$ cat src/rtl/fb_ram_loader.sv
// Boot loader that streams a program into a local RAM while holding the CPU in reset, then hands the RAM over.
// Optional feature: define FB_LOADER_CHECKSUM_EN to verify a trailing modulo-2^DATA_WIDTH checksum word.
module fb_ram_loader #(
    parameter int ADDRESS_WIDTH = 6,
    parameter int DATA_WIDTH    = 10
) (
    input  logic                     clk,
    input  logic                     rst,
    input  logic                     ld_valid,
    input  logic [DATA_WIDTH-1:0]    ld_data,
    input  logic                     ld_last,
    output logic                     ld_ready,
    output logic                     cpu_rst,
    output logic                     load_done,
    output logic                     load_err,
    output logic [ADDRESS_WIDTH:0]   word_count,
    input  logic [ADDRESS_WIDTH-1:0] cpu_mar,
    input  logic [DATA_WIDTH-1:0]    cpu_mdr_in,
    input  logic                     cpu_ram_wr,
    output logic [DATA_WIDTH-1:0]    cpu_mdr_out
);

    localparam int DEPTH = 1 << ADDRESS_WIDTH;
    localparam int CW    = ADDRESS_WIDTH + 1;

`ifdef FB_LOADER_CHECKSUM_EN
    typedef enum logic [1:0] {
        ST_LOAD  = 2'd0,
        ST_CHECK = 2'd1,
        ST_RUN   = 2'd2,
        ST_ERROR = 2'd3
    } state_t;
`else
    typedef enum logic [1:0] {
        ST_LOAD  = 2'd0,
        ST_RUN   = 2'd2,
        ST_ERROR = 2'd3
    } state_t;
`endif

    state_t                   state_q, state_d;
    logic [CW-1:0]            word_count_q, word_count_d;
    logic [DATA_WIDTH-1:0]    cpu_mdr_out_q, cpu_mdr_out_d;
`ifdef FB_LOADER_CHECKSUM_EN
    logic [DATA_WIDTH-1:0]    sum_q, sum_d;
`endif

    logic [DATA_WIDTH-1:0]    mem [DEPTH];
    logic                     mem_we;
    logic [ADDRESS_WIDTH-1:0] mem_waddr;
    logic [DATA_WIDTH-1:0]    mem_wdata;
    logic                     xfer;
    logic [CW-1:0]            cpu_mar_ext;

    // Status outputs decode the registered state only, so no input reaches them combinationally.
`ifdef FB_LOADER_CHECKSUM_EN
    assign ld_ready = (state_q == ST_LOAD) || (state_q == ST_CHECK);
`else
    assign ld_ready = (state_q == ST_LOAD);
`endif
    assign cpu_rst     = (state_q != ST_RUN);
    assign load_done   = (state_q == ST_RUN);
    assign load_err    = (state_q == ST_ERROR);
    assign word_count  = word_count_q;
    assign cpu_mdr_out = cpu_mdr_out_q;

    assign xfer        = ld_valid && ld_ready;
    assign cpu_mar_ext = {1'b0, cpu_mar};

    always_comb begin
        // NOTE: every signal gets a default first so no path through the case infers a latch.
        state_d       = state_q;
        word_count_d  = word_count_q;
        cpu_mdr_out_d = '0;
        mem_we        = 1'b0;
        mem_waddr     = word_count_q[ADDRESS_WIDTH-1:0];
        mem_wdata     = ld_data;
`ifdef FB_LOADER_CHECKSUM_EN
        sum_d         = sum_q;
`endif
        case (state_q)
            ST_LOAD: begin
                if (xfer) begin
                    mem_we       = 1'b1;
                    word_count_d = word_count_q + CW'(1);
`ifdef FB_LOADER_CHECKSUM_EN
                    sum_d        = sum_q + ld_data;
                    if (ld_last) state_d = ST_CHECK;
`else
                    if (ld_last) state_d = ST_RUN;
`endif
                    else if (word_count_q == CW'(DEPTH - 1)) state_d = ST_ERROR;
                end
            end
`ifdef FB_LOADER_CHECKSUM_EN
            ST_CHECK: begin
                // The checksum word is compared only; it is neither stored nor counted.
                if (xfer) state_d = (ld_data == sum_q) ? ST_RUN : ST_ERROR;
            end
`endif
            ST_RUN: begin
                // Addresses beyond the loaded image read as zero, hiding stale RAM contents.
                if (cpu_mar_ext < word_count_q) cpu_mdr_out_d = mem[cpu_mar];
                if (cpu_ram_wr) begin
                    mem_we    = 1'b1;
                    mem_waddr = cpu_mar;
                    mem_wdata = cpu_mdr_in;
                    if (cpu_mar_ext >= word_count_q) word_count_d = cpu_mar_ext + CW'(1);
                end
            end
            ST_ERROR: ;
            default: state_d = ST_LOAD;
        endcase
    end

    // NOTE: sequential state uses non-blocking assignments so all flops sample pre-edge values together.
    always_ff @(posedge clk) begin
        if (rst) begin
            state_q       <= ST_LOAD;
            word_count_q  <= '0;
            cpu_mdr_out_q <= '0;
`ifdef FB_LOADER_CHECKSUM_EN
            sum_q         <= '0;
`endif
        end else begin
            state_q       <= state_d;
            word_count_q  <= word_count_d;
            cpu_mdr_out_q <= cpu_mdr_out_d;
`ifdef FB_LOADER_CHECKSUM_EN
            sum_q         <= sum_d;
`endif
        end
    end

    // NOTE: the RAM has no reset; word_count masking makes stale contents invisible to the CPU.
    always_ff @(posedge clk) begin
        if (mem_we) mem[mem_waddr] <= mem_wdata;
    end

endmodule

$ cat config.mk
export PLATFORM = sky130hd
export DESIGN_NAME = fb_ram_loader
export DESIGN_NICKNAME = d
export VERILOG_FILES = /design/src/rtl/fb_ram_loader.sv
export SDC_FILE = /design/constraint.sdc
export NUM_CORES = 1
export LEC_CHECK = 0
export ABC_AREA = 0
export ABC_CLOCK_PERIOD_IN_PS = 8800
export CAP_MARGIN = 20
export CORE_MARGIN = 5
export CORE_UTILIZATION = 50
export CTS_BUF_LIST = sky130_fd_sc_hd__clkbuf_16
export DETAILED_ROUTE_END_ITERATION = 8
export PLACE_DENSITY = 0.67
export SLEW_MARGIN = 10
export SYNTH_ARGS = -nofsm -noshare
export SYNTH_HDL_FRONTEND = slang
export SYNTH_SLANG_ARGS = --single-unit
export TNS_END_PERCENT = 10
$ cat constraint.sdc
create_clock -name clk -period 8.8 [get_ports clk]
set_input_delay 2.2 -clock clk [delete_from_list [all_inputs] [get_ports clk]]
set_output_delay 2.2 -clock clk [all_outputs]
set_load 0.005 [all_outputs]
After elaboration in Yosys (flattened, before gate mapping)
Memory sizes are Yosys's and may differ from the RTL's. A register that Yosys moved wholly into a read port is not among the register bits.
Index checks and enable logic that the tools add are counted.
Word-level totals
  output and inout port bits: 21
  input port bits: 31
  RAM bits: 640
  memories: 1
  word-level logic and storage cells: 42
  register bits: 9
Memory list
  mem: words 64, width 10, read ports 1, clocked after memory_dff 1, write ports 1, RTL line 48  | logic [DATA_WIDTH-1:0] mem [DEPTH];
Operators by class
  muxes and demuxes: 17
  add/sub/neg operators: 2
  reduce and logical (&&, ||, !) cells: 7
  bitwise operators: 3
  $lt $le $gt $ge: 2
  equal/unequal tests: 8
Operators with widths (number)
  7-bit two-way mux: 3
  10-bit two-way mux: 2
  7-bit one-hot mux with 2 select lines: 1
  6-bit two-way mux: 2
  6-bit by 1-bit adder with 7-bit output (second input constant): 1
  7-bit by 1-bit adder with 7-bit output (second input constant): 1
  7-bit by 6-bit == test with 1-bit output (second input constant): 1
  6-bit by 7-bit >= comparator with 1-bit output: 1
  6-bit by 7-bit < comparator with 1-bit output: 1
  2-bit two-way mux: 3
  2-bit by 1-bit != test with 1-bit output (second input constant): 3
  2-bit == test (second input constant): 2
  1-bit two-way mux: 4
  2-bit one-hot mux with 2 select lines: 1
  4-bit AND reduction: 1
  3-bit by 2-bit != test with 1-bit output (second input constant): 1
  1-bit NOT: 3
  3-bit AND reduction: 1
  3-bit OR reduction: 1
  2-bit zero test: 1
  2-bit != test (second input constant): 1
  1-bit one-hot mux with 2 select lines: 1
  2-bit nonzero test: 1
  2-bit OR reduction: 1
  1-bit logical AND: 1

Longest topological paths before layout
Gate-level depths: netlist of run 1.
  depth after elaboration: 6
  gate-level depth with buffers: 14
  gate-level depth less buffers: 8

Worst setup path before layout of run 1
No wires, ideal clock.
  path kind: input to register
  from: in cpu_mar[0]
  to: reg word_count_q[0] (netlist: word_count[0])
  data required time: 8735 ps
  buffers on the path: 6
  slack: 4275 ps
  library setup time: 65 ps
  stages: 14
  data arrival time: 4460 ps
  cell sequence: buf_6 -> buf_6 -> buf_6 -> buf_4 -> buf_2 -> inv_2 -> ha_1 -> nand2b_1 -> a211oi_1 -> o21bai_1 -> nand2_1 -> buf_2 -> mux2_2 -> nor2_1
Between the ends
  longest elaborated chain between the ends: 4
  elaborated cells between the ends (all ways): 7
  classes of those cells: add/sub (1); order compare (1); eq/ne (1); mux (3); reduce/logical (1)
RTL lines
  start: declaration: RTL line 17  | input logic [ADDRESS_WIDTH-1:0] cpu_mar,
  6-bit by 1-bit adder with 7-bit output: RTL line 108  | if (cpu_mar_ext >= word_count_q) word_count_d = cpu_mar_ext + CW'(1);
  7-bit two-way mux: RTL line 108
  7-bit two-way mux: RTL line 104  | if (cpu_ram_wr) begin
  7-bit one-hot mux with 2 select lines: RTL line 81  | case (state_q)
  end signal: assignment: RTL line 127  | word_count_q <= word_count_d;
  end: declaration: RTL line 42  | logic [CW-1:0] word_count_q, word_count_d;
Parallel ways exist; a longest one is shown, timed or not. The select of a mux whose other input is x is not followed.
A chain may end at the register's enable or synchronous reset.

Worst setup path after layout of run 1
  from: in cpu_ram_wr
  to: mem mem[47][5], enable pin
Between the ends
  longest elaborated chain between the ends: 4
  elaborated cells between the ends (all ways): 6
  classes of those cells: mux (6)
RTL lines
  start: declaration: RTL line 19  | input logic cpu_ram_wr,
  1-bit two-way mux: RTL line 104
  1-bit one-hot mux with 2 select lines: RTL line 81
  1-bit two-way mux: RTL line 137  | if (mem_we) mem[mem_waddr] <= mem_wdata;
  1-bit two-way mux (not written as such): RTL line 137
  end: declaration: RTL line 48
Parallel ways exist; a longest one is shown, timed or not.

==> results of run 1 <==
## worst max-delay path, stage by stage
cell	delay [ns]
sky130_fd_sc_hd__clkdlybuf4s50_1	0.54
sky130_fd_sc_hd__nand2_1	0.37
sky130_fd_sc_hd__buf_8	0.31
sky130_fd_sc_hd__mux2i_1	0.13
sky130_fd_sc_hd__nor3_1	0.43
sky130_fd_sc_hd__nand2b_1	0.58
sky130_fd_sc_hd__nor2_1	0.87
## cells in the mapped netlist (9+ instances only)
library cell and count:
sky130_fd_sc_hd__a31oi_1 16, sky130_fd_sc_hd__buf_6 10, sky130_fd_sc_hd__nor2_1 84, sky130_fd_sc_hd__buf_2 20
sky130_fd_sc_hd__a22oi_1 19, sky130_fd_sc_hd__mux2i_1 58, sky130_fd_sc_hd__edfxtp_1 640, sky130_fd_sc_hd__nand2_1 26
sky130_fd_sc_hd__dfxtp_1 19, sky130_fd_sc_hd__a211oi_1 31, sky130_fd_sc_hd__nand3_1 20, sky130_fd_sc_hd__a221o_1 10
sky130_fd_sc_hd__mux2_2 14, sky130_fd_sc_hd__nor2b_1 33, sky130_fd_sc_hd__inv_1 10, sky130_fd_sc_hd__buf_1 9
sky130_fd_sc_hd__a21oi_1 36, sky130_fd_sc_hd__a22o_1 9, sky130_fd_sc_hd__mux4_2 140, sky130_fd_sc_hd__a221oi_1 11
sky130_fd_sc_hd__clkbuf_1 22
## path summary, 6_finish.rpt
kind / cells past startpoint / endpoint / slack [ns] / start
worst max-delay path: 7 / mem[47][5] / 3.57 / cpu_ram_wr
worst min-delay path: 2 / state_q[1] / 0.54 / state_q[1]
worst max register to register: 7 / mem[47][5] / 5.08 / state_q[1]
worst min register to register: 2 / state_q[1] / 0.54 / state_q[1]
## sequential cells by signal (all words and copies together), names as in the netlist
register,count
cpu_mdr_out,10
mem,640
word_count,7
state_q,2
## metal layers
metal  part of all wire [%]  up-vias  wire [µm]  global-route usage, %
met5                      0        -          0                      0
met2                     50      572      29500                   34.8
met4                    2.7        0       1600                   5.97
met3                    7.0      102       4130                   3.94
li1                       -     5548          -                      -
met1                     40     6784      23800                   29.1
## placed cells by master, fill, tap and decap left out, drive strengths merged, types with 20 or more instances in the layout
cell type	count
a211oi	31
a21oi	36
clkbuf	69
clkdlybuf4s50	47
clkinv	30
edfxtp	640
inv	27
mux2i	58
mux4	140
nand2	26
nand3	20
nor2	85
nor2b	33
## stage by stage
step                      power (mW)  instances  worst slack (ns)  area [µm²]
after floorplan                 3.81       1308              4.28       26000
after global placement          3.96       1985              3.00       27200
after detailed placement        3.97       1985              2.84       27200
after CTS                       6.55       2102              3.47       29100
after global routing            6.72       2104              3.42       29200
final                           6.50       2104              3.57       29200
## power groups by stage
stage          combinational (mW)  clock (mW)  sequential, mW
5_1_grt                     0.422        2.79            3.51
3_3_place_gp                0.391           0            3.57
2_1_floorplan               0.248           0            3.56
4_1_cts                     0.399        2.64            3.51
6_report                    0.395        2.60            3.51
3_5_place_dp                0.400           0            3.57
## logic make-up after synthesis
| family | Yosys count | share of synthesized area [%] |
|---|---|---|
| AOI/OAI and AO/OA | 155 | 4.21 |
| xor gates and xnor gates | 1 | 0.0336 |
| adders and majority gates | 7 | 0.336 |
| buffers and inverters | 78 | 1.58 |
| DFF | 659 | 75.3 |
| muxes | 212 | 14.9 |
| and+or+nand+nor | 196 | 3.64 |
## area by class of cell
cell class | count | area, µm² | share of cell area, %
clock buffer | 69 | 1730 | 5.92
timing repair buffer | 65 | 632 | 2.17
multi-input combinational | 571 | 6050 | 20.7
tap | 680 | 851 | 2.92
inverter | 12 | 45.0 | 0.154
sequential | 659 | 19600 | 67.2
clock inverter | 48 | 264 | 0.905
==> flow_summary.rst, run 1 <==
.. list-table::
   :header-rows: 1

   * - Metric
     - Value
   * - Run status
     - completed
   * - Summed negative setup slack over all endpoints
     - 0 ns
   * - Share of synthesized area occupied by flip-flops and latches
     - 75.3%
   * - Final period util
     - 59.5%
   * - Leakage
     - 9.16 nW
   * - Startpoint types
     - input port
   * - Total nets after synthesis
     - 1346
   * - Clock tree from TritonCTS
     - built
   * - Wire length of the first global-routing pass
     - 88.3 mm
   * - Critical setup path kind
     - input port to flop
   * - Drt first-iter violations
     - 1389
   * - Hold Crit Class
     - flop to flop
   * - Fraction of layout instances using a drive strength above 1
     - 18.4%
   * - IO Count
     - 52
   * - Number of global-route vias before repair
     - 13275
   * - Remaining design rule violation count
     - 0
   * - Die width
     - 238 µm
   * - Share of power burned in combinational logic
     - 6.1%
   * - Worst-path fanout max
     - 15
   * - Number of filler cells placed in the layout
     - 3806
   * - Area of the die
     - 56700 µm²
   * - Top post-synthesis cells by area
     - sky130_fd_sc_hd__edfxtp_1, sky130_fd_sc_hd__mux4_2, sky130_fd_sc_hd__mux2i_1
   * - Starting density of the core
     - 50.6%
   * - Global placer's final weighted congestion
     - 0.873
   * - Required arrival time at the worst endpoint
     - 9.01 ns
   * - Antenna diode count
     - 0
   * - Min Clock Period, post-route
     - 5.23 ns
   * - Clock network latency to the later pin of the worst-skew pair
     - 0.60 ns
   * - Fraction of power consumed by sequential logic
     - 53.9%
   * - Mapped cell area
     - 26000 µm²
   * - Synth area leader
     - sky130_fd_sc_hd__edfxtp_1
   * - Maxcap violations
     - 0
   * - I/O Buffers
     - 51
   * - Floorplan core area
     - 51500 µm²
   * - Antenna-violating nets left
     - 0
   * - Async set-or-reset flop fraction in the synthesized netlist
     - 0%
   * - Share of total power consumed by net switching
     - 21.6%
   * - Area Overhead vs Synth
     - 12.0%
   * - H-tree depth
     - 3
   * - Setup crit end kind
     - flop
   * - Final net count
     - 1414
   * - Number of clock sinks
     - 659
   * - Maximum number of pins on one net before global-route repair
     - 86
   * - Max Freq
     - 191 MHz
   * - Internal Power
     - 5.10 mW
   * - RSZ-0062 raised after global routing
     - no
   * - Number of antenna violations at the first check in global routing
     - 0
   * - Setup Viol. Count Final
     - 0
   * - Std-Cell Rows
     - 83
   * - Clock slew at reported path FFs
     - 0.06 ns
   * - Number of instances in the synthesized netlist
     - 1308
   * - Most used DFF post-synth
     - sky130_fd_sc_hd__edfxtp_1
   * - HPWL after detailed placement
     - 34.5 mm
   * - Number of endpoints with negative hold slack in the final report
     - 0
   * - Cts repair resizes
     - 0
   * - Routed wirelength normalized by instance count
     - 28.1 µm
   * - Smallest hold slack
     - 0.542 ns
   * - Clock root buffer
     - sky130_fd_sc_hd__clkbuf_16
   * - Share of Yosys cell area claimed by the top area cell type
     - 73.8%
   * - Total Wirelength
     - 59.0 mm
   * - Number of vias per cell
     - 6.18
   * - Proportion of power drawn by the clock network
     - 40.0%
   * - Number of buffers inserted for hold repair after clock tree synthesis
     - 0
   * - Global-route congestion overflow total
     - 0
   * - Router iterations before antenna repair
     - 5
   * - Count of flip-flops with a built-in enable after synthesis
     - 640
   * - Worst slew slack as a fraction of its limit
     - 29.2%
   * - Power per unit of standard cell area
     - 223 nW/µm²
   * - Vias after detailed routing
     - 13006
   * - Final core occ
     - 56.6%
   * - Number of storage elements in the synthesis netlist
     - 659
   * - Worst Tran Pin Value
     - 1.06 ns
   * - Largest vdd supply drop
     - 0.000169 V
   * - Number of warnings issued by yosys
     - 0
   * - Overall fraction of global-route tracks in use
     - 21.0%
   * - Number of buffers added for setup after CTS
     - 0
   * - Bufs on Longest Clock Path
     - 3
   * - Clock tree skew after final layout
     - 0.0167 ns
   * - Power spent charging and discharging nets
     - 1.40 mW
   * - Final Max Tran Viols
     - 0
   * - Post-synthesis area per instance
     - 19.9 µm²
   * - Endpoint arrival time on the critical path
     - 5.45 ns
   * - Number of buffers created by CTS
     - 67
   * - Overall die height
     - 238 µm
   * - Distinct cells, synth
     - 49
(Power assumes the default switching activity.)
==> run 2, diff against run 1 <==
--- a/config.mk
+++ b/config.mk
@@ -6,13 +6,13 @@
 export NUM_CORES = 1
 export LEC_CHECK = 0
 export ABC_AREA = 0
-export ABC_CLOCK_PERIOD_IN_PS = 8800
+export ABC_CLOCK_PERIOD_IN_PS = 4400
 export CAP_MARGIN = 20
 export CORE_MARGIN = 5
 export CORE_UTILIZATION = 50
 export CTS_BUF_LIST = sky130_fd_sc_hd__clkbuf_16
 export DETAILED_ROUTE_END_ITERATION = 8
-export PLACE_DENSITY = 0.67
+export PLACE_DENSITY = 0.7
 export SLEW_MARGIN = 10
 export SYNTH_ARGS = -nofsm -noshare
 export SYNTH_HDL_FRONTEND = slang
==> constraint.sdc (replaced) <==
create_clock -name clk -period 4.4 [get_ports clk]
set_input_delay 1.1 -clock clk [delete_from_list [all_inputs] [get_ports clk]]
set_output_delay 1.1 -clock clk [all_outputs]
set_load 0.005 [all_outputs]
==> flow_summary.rst, run 2 (synthesis gave the netlist of run 1 again) <==
.. list-table::
   :header-rows: 1

   * - Metric
     - Value
   * - Clock slew at reported path FFs
     - 0.06 ns (about the same)
   * - IO Count
     - 52 (unchanged)
   * - HPWL after detailed placement
     - 34.6 mm (+0.34%)
   * - Required arrival time at the worst endpoint
     - 4.61 ns (-4.40 ns)
   * - Setup Viol. Count Final
     - 0 (unchanged)
   * - Std-Cell Rows
     - 83 (unchanged)
   * - Power per unit of standard cell area
     - 443 nW/µm² (+99%)
   * - Crit path buf inv count
     - 1 (-1)
   * - Floorplan core area
     - 51500 µm² (unchanged)
   * - Dpl ws
     - 0.333 ns (-2.51 ns)
   * - Clock root buffer
     - sky130_fd_sc_hd__clkbuf_16
   * - Run status
     - completed
   * - Area of the die
     - 56700 µm² (unchanged)
   * - Min setup slack post-route
     - 0.947 ns (-2.62 ns)
   * - Global placer's final weighted congestion
     - 0.836 (-4.2%)
   * - Number of endpoints with negative hold slack in the final report
     - 0 (unchanged)
   * - Number of filler cells placed in the layout
     - 3735 (-1.9%)
   * - Maximum number of pins on one net before global-route repair
     - 65 (-24%)
   * - Largest stage delay, worst path
     - 0.79 ns (-0.08 ns)
   * - Area of all sequential standard cells
     - 19600 µm² (unchanged)
   * - Area Overhead vs Synth
     - 15.0%
   * - Summed negative setup slack over all endpoints
     - 0 ns (unchanged)
   * - Leading cell types in the layout, fill and taps excluded
     - sky130_fd_sc_hd__edfxtp_1, sky130_fd_sc_hd__mux4_2, sky130_fd_sc_hd__buf_4
   * - Vias after detailed routing
     - 13287 (+2.2%)
   * - Cts repair resizes
     - 0 (unchanged)
   * - RSZ-0062 raised after global routing
     - no
   * - Cell type group with the largest total delay on the critical path
     - simple AND/OR/NAND/NOR gates
   * - Setup slack on the worst flop-to-flop path
     - 1.11 ns (-3.97 ns)
   * - Maxcap violations
     - 0 (unchanged)
   * - Die width
     - 238 µm (unchanged)
   * - Endpoint arrival time on the critical path
     - 3.66 ns (-1.79 ns)
   * - Final period util
     - 78.5%
   * - Clock tree skew after final layout
     - 0.0241 ns (+0.00732 ns)
   * - Area of placed instances
     - 27800 µm² (+2.4%)
   * - Number of global-route vias before repair
     - 13300 (+0.19%)
   * - Proportion of power drawn by the clock network
     - 41.2% (+1.2 points)
   * - Design area
     - 30000 µm² (+2.7%)
   * - Area occupied by multi-input gates
     - 6030 µm² (-0.31%)
   * - Number of buffers inserted for hold repair after clock tree synthesis
     - 0 (unchanged)
   * - Router iterations before antenna repair
     - 5 (unchanged)
   * - Overall power
     - 13.3 mW (+100%)
   * - Most common cell after layout, fill and taps aside
     - sky130_fd_sc_hd__edfxtp_1
   * - Max FFs per register
     - 640 (unchanged)
   * - Cell at the slowest stage of the critical path
     - sky130_fd_sc_hd__nor2_1
   * - Antenna-violating nets left
     - 0 (unchanged)
   * - Worst r2r path cells
     - 6 (-1)
   * - Worst-path fanout max
     - 10 (-5)
   * - Number of antenna violations at the first check in global routing
     - 2 (+2)
   * - Startpoint types
     - input port
   * - Drt first-iter violations
     - 1323 (-4.8%)
   * - Total Wirelength
     - 58.1 mm (-1.6%)
   * - Largest vdd supply drop
     - 0.000313 V (+85%)
   * - Overall die height
     - 238 µm (unchanged)
   * - Number of buffers added for setup after CTS
     - 0 (unchanged)
   * - I/O Buffers
     - 51 (unchanged)
   * - Worst Tran Pin Value
     - 1.02 ns (-0.0386 ns)
   * - Critical setup path kind
     - input port to flop
   * - Internal Power
     - 10.5 mW (+110%)
   * - Fraction of power consumed by sequential logic
     - 52.8% (-1.1 points)
   * - Register bank with the most flops
     - mem
   * - Cell depth of the worst hold path
     - 2 (unchanged)
   * - Global-route congestion overflow total
     - 0 (unchanged)
   * - Number of clock sinks
     - 659 (unchanged)
   * - Max Freq
     - 290 MHz
   * - Critical Path Stages
     - 5 (-2)
   * - H-tree depth
     - 3 (unchanged)
   * - Wire length of the first global-routing pass
     - 86.5 mm (-2.1%)
   * - Routed wirelength normalized by instance count
     - 26.5 µm (-5.4%)
   * - Final Max Tran Viols
     - 0 (unchanged)
   * - Smallest hold slack
     - 0.529 ns (-0.0129 ns)
   * - Share of power burned in combinational logic
     - 6.1% (about the same)
   * - Leakage
     - 9.67 nW (+5.6%)
   * - Power spent charging and discharging nets
     - 2.80 mW (+99%)
   * - Number of vias per cell
     - 6.07 (-1.9%)
   * - Antenna diode count
     - 0 (unchanged)
   * - Starting density of the core
     - 50.6% (unchanged)
   * - Min Clock Period, post-route
     - 3.45 ns
   * - Setup crit end kind
     - flop
   * - Clock network latency to the later pin of the worst-skew pair
     - 0.59 ns (about the same)
   * - Bufs on Longest Clock Path
     - 3 (unchanged)
   * - Clock tree from TritonCTS
     - built
   * - Remaining design rule violation count
     - 0 (unchanged)
   * - Number of buffers created by CTS
     - 68 (+1.5%)
   * - Fraction of layout instances using a drive strength above 1
     - 23.1% (+4.7 points)
   * - Final net count
     - 1499 (+6.0%)
   * - Hold Crit Class
     - flop to flop
   * - Share of total power consumed by net switching
     - 21.1% (-0.51 points)
   * - Ordered list of cells on the worst path
     - clkdlybuf4s50_1 > nand2_1 > mux2i_1 > nand3_1 > nor2_1
   * - Overall fraction of global-route tracks in use
     - 20.6% (-0.46 points)
   * - Worst slew slack as a fraction of its limit
     - 31.8% (+2.6 points)
[run 2: cell types whose count changed in the layout (fill, tap and decap cells not counted), moves of 3 or more]
cell / before / now
sky130_fd_sc_hd__buf_4: 12 / 96
sky130_fd_sc_hd__clkinv_1: 20 / 12
sky130_fd_sc_hd__inv_1: 22 / 29
sky130_fd_sc_hd__mux2_2: 9 / 14
sky130_fd_sc_hd__mux2_4: 5 / 0
sky130_fd_sc_hd__buf_12: 1 / 4
sky130_fd_sc_hd__bufinv_16: 2 / 5
sky130_fd_sc_hd__clkinv_2: 10 / 7
[run 2: worst min-delay path: cells and delay by family, from the launching register on]
kind / cells / cell delay, ns
flip-flops: 1 / 0.36
buffers and inverters: 1 / 0.07
AO/OA/AOI/OAI: 1 / 0.05
[run 2: power groups by stage]
| stage | sequential, mW | clock, mW | combinational [mW] |
|---|---|---|---|
| detailed placement | 7.14 | 0 | 0.809 |
| global placement | 7.14 | 0 | 0.793 |
| floorplan | 7.13 | 0 | 0.496 |
| CTS | 7.01 | 5.56 | 0.811 |
| global route | 7.01 | 5.84 | 0.860 |
| finish | 7.01 | 5.47 | 0.805 |
[run 2: worst paths after layout]
path | start | end
max | cpu_ram_wr | mem[36][5]
min | state_q[1] | state_q[1]
max reg2reg | state_q[1] | mem[36][5]
min reg2reg | state_q[1] | state_q[1]
[run 2: final cells by class]
| type | instances | area share [%] |
|---|---|---|
| clock buffers | 71 | 5.93 |
| flip-flops and latches | 659 | 65.4 |
| repair buffers | 149 | 4.31 |
| clock inverters | 48 | 1.20 |
| inverters | 12 | 0.150 |
| multi-input cells | 571 | 20.1 |
| well taps | 680 | 2.84 |
[run 2: per-stage QoR]
step | util (%) | instances
2_1_floorplan | - | 1308
3_5_place_dp | 54.0 | 2069
5_1_grt | 58.2 | 2190
4_1_cts | 58.1 | 2188
6_report | 58.2 | 2190
3_3_place_gp | 54.0 | 2069
[run 2: routing by layer]
layer  routed length (µm)  vias up  track usage, %  part of all wire, %
met1                22900     6888            28.4                   39
met3                 4800      118            4.67                  8.3
met2                28800      555            33.5                   50
met4                 1580        4            6.07                  2.7
met5                   19        -               0                0.033
li1                     -     5722               -                    -
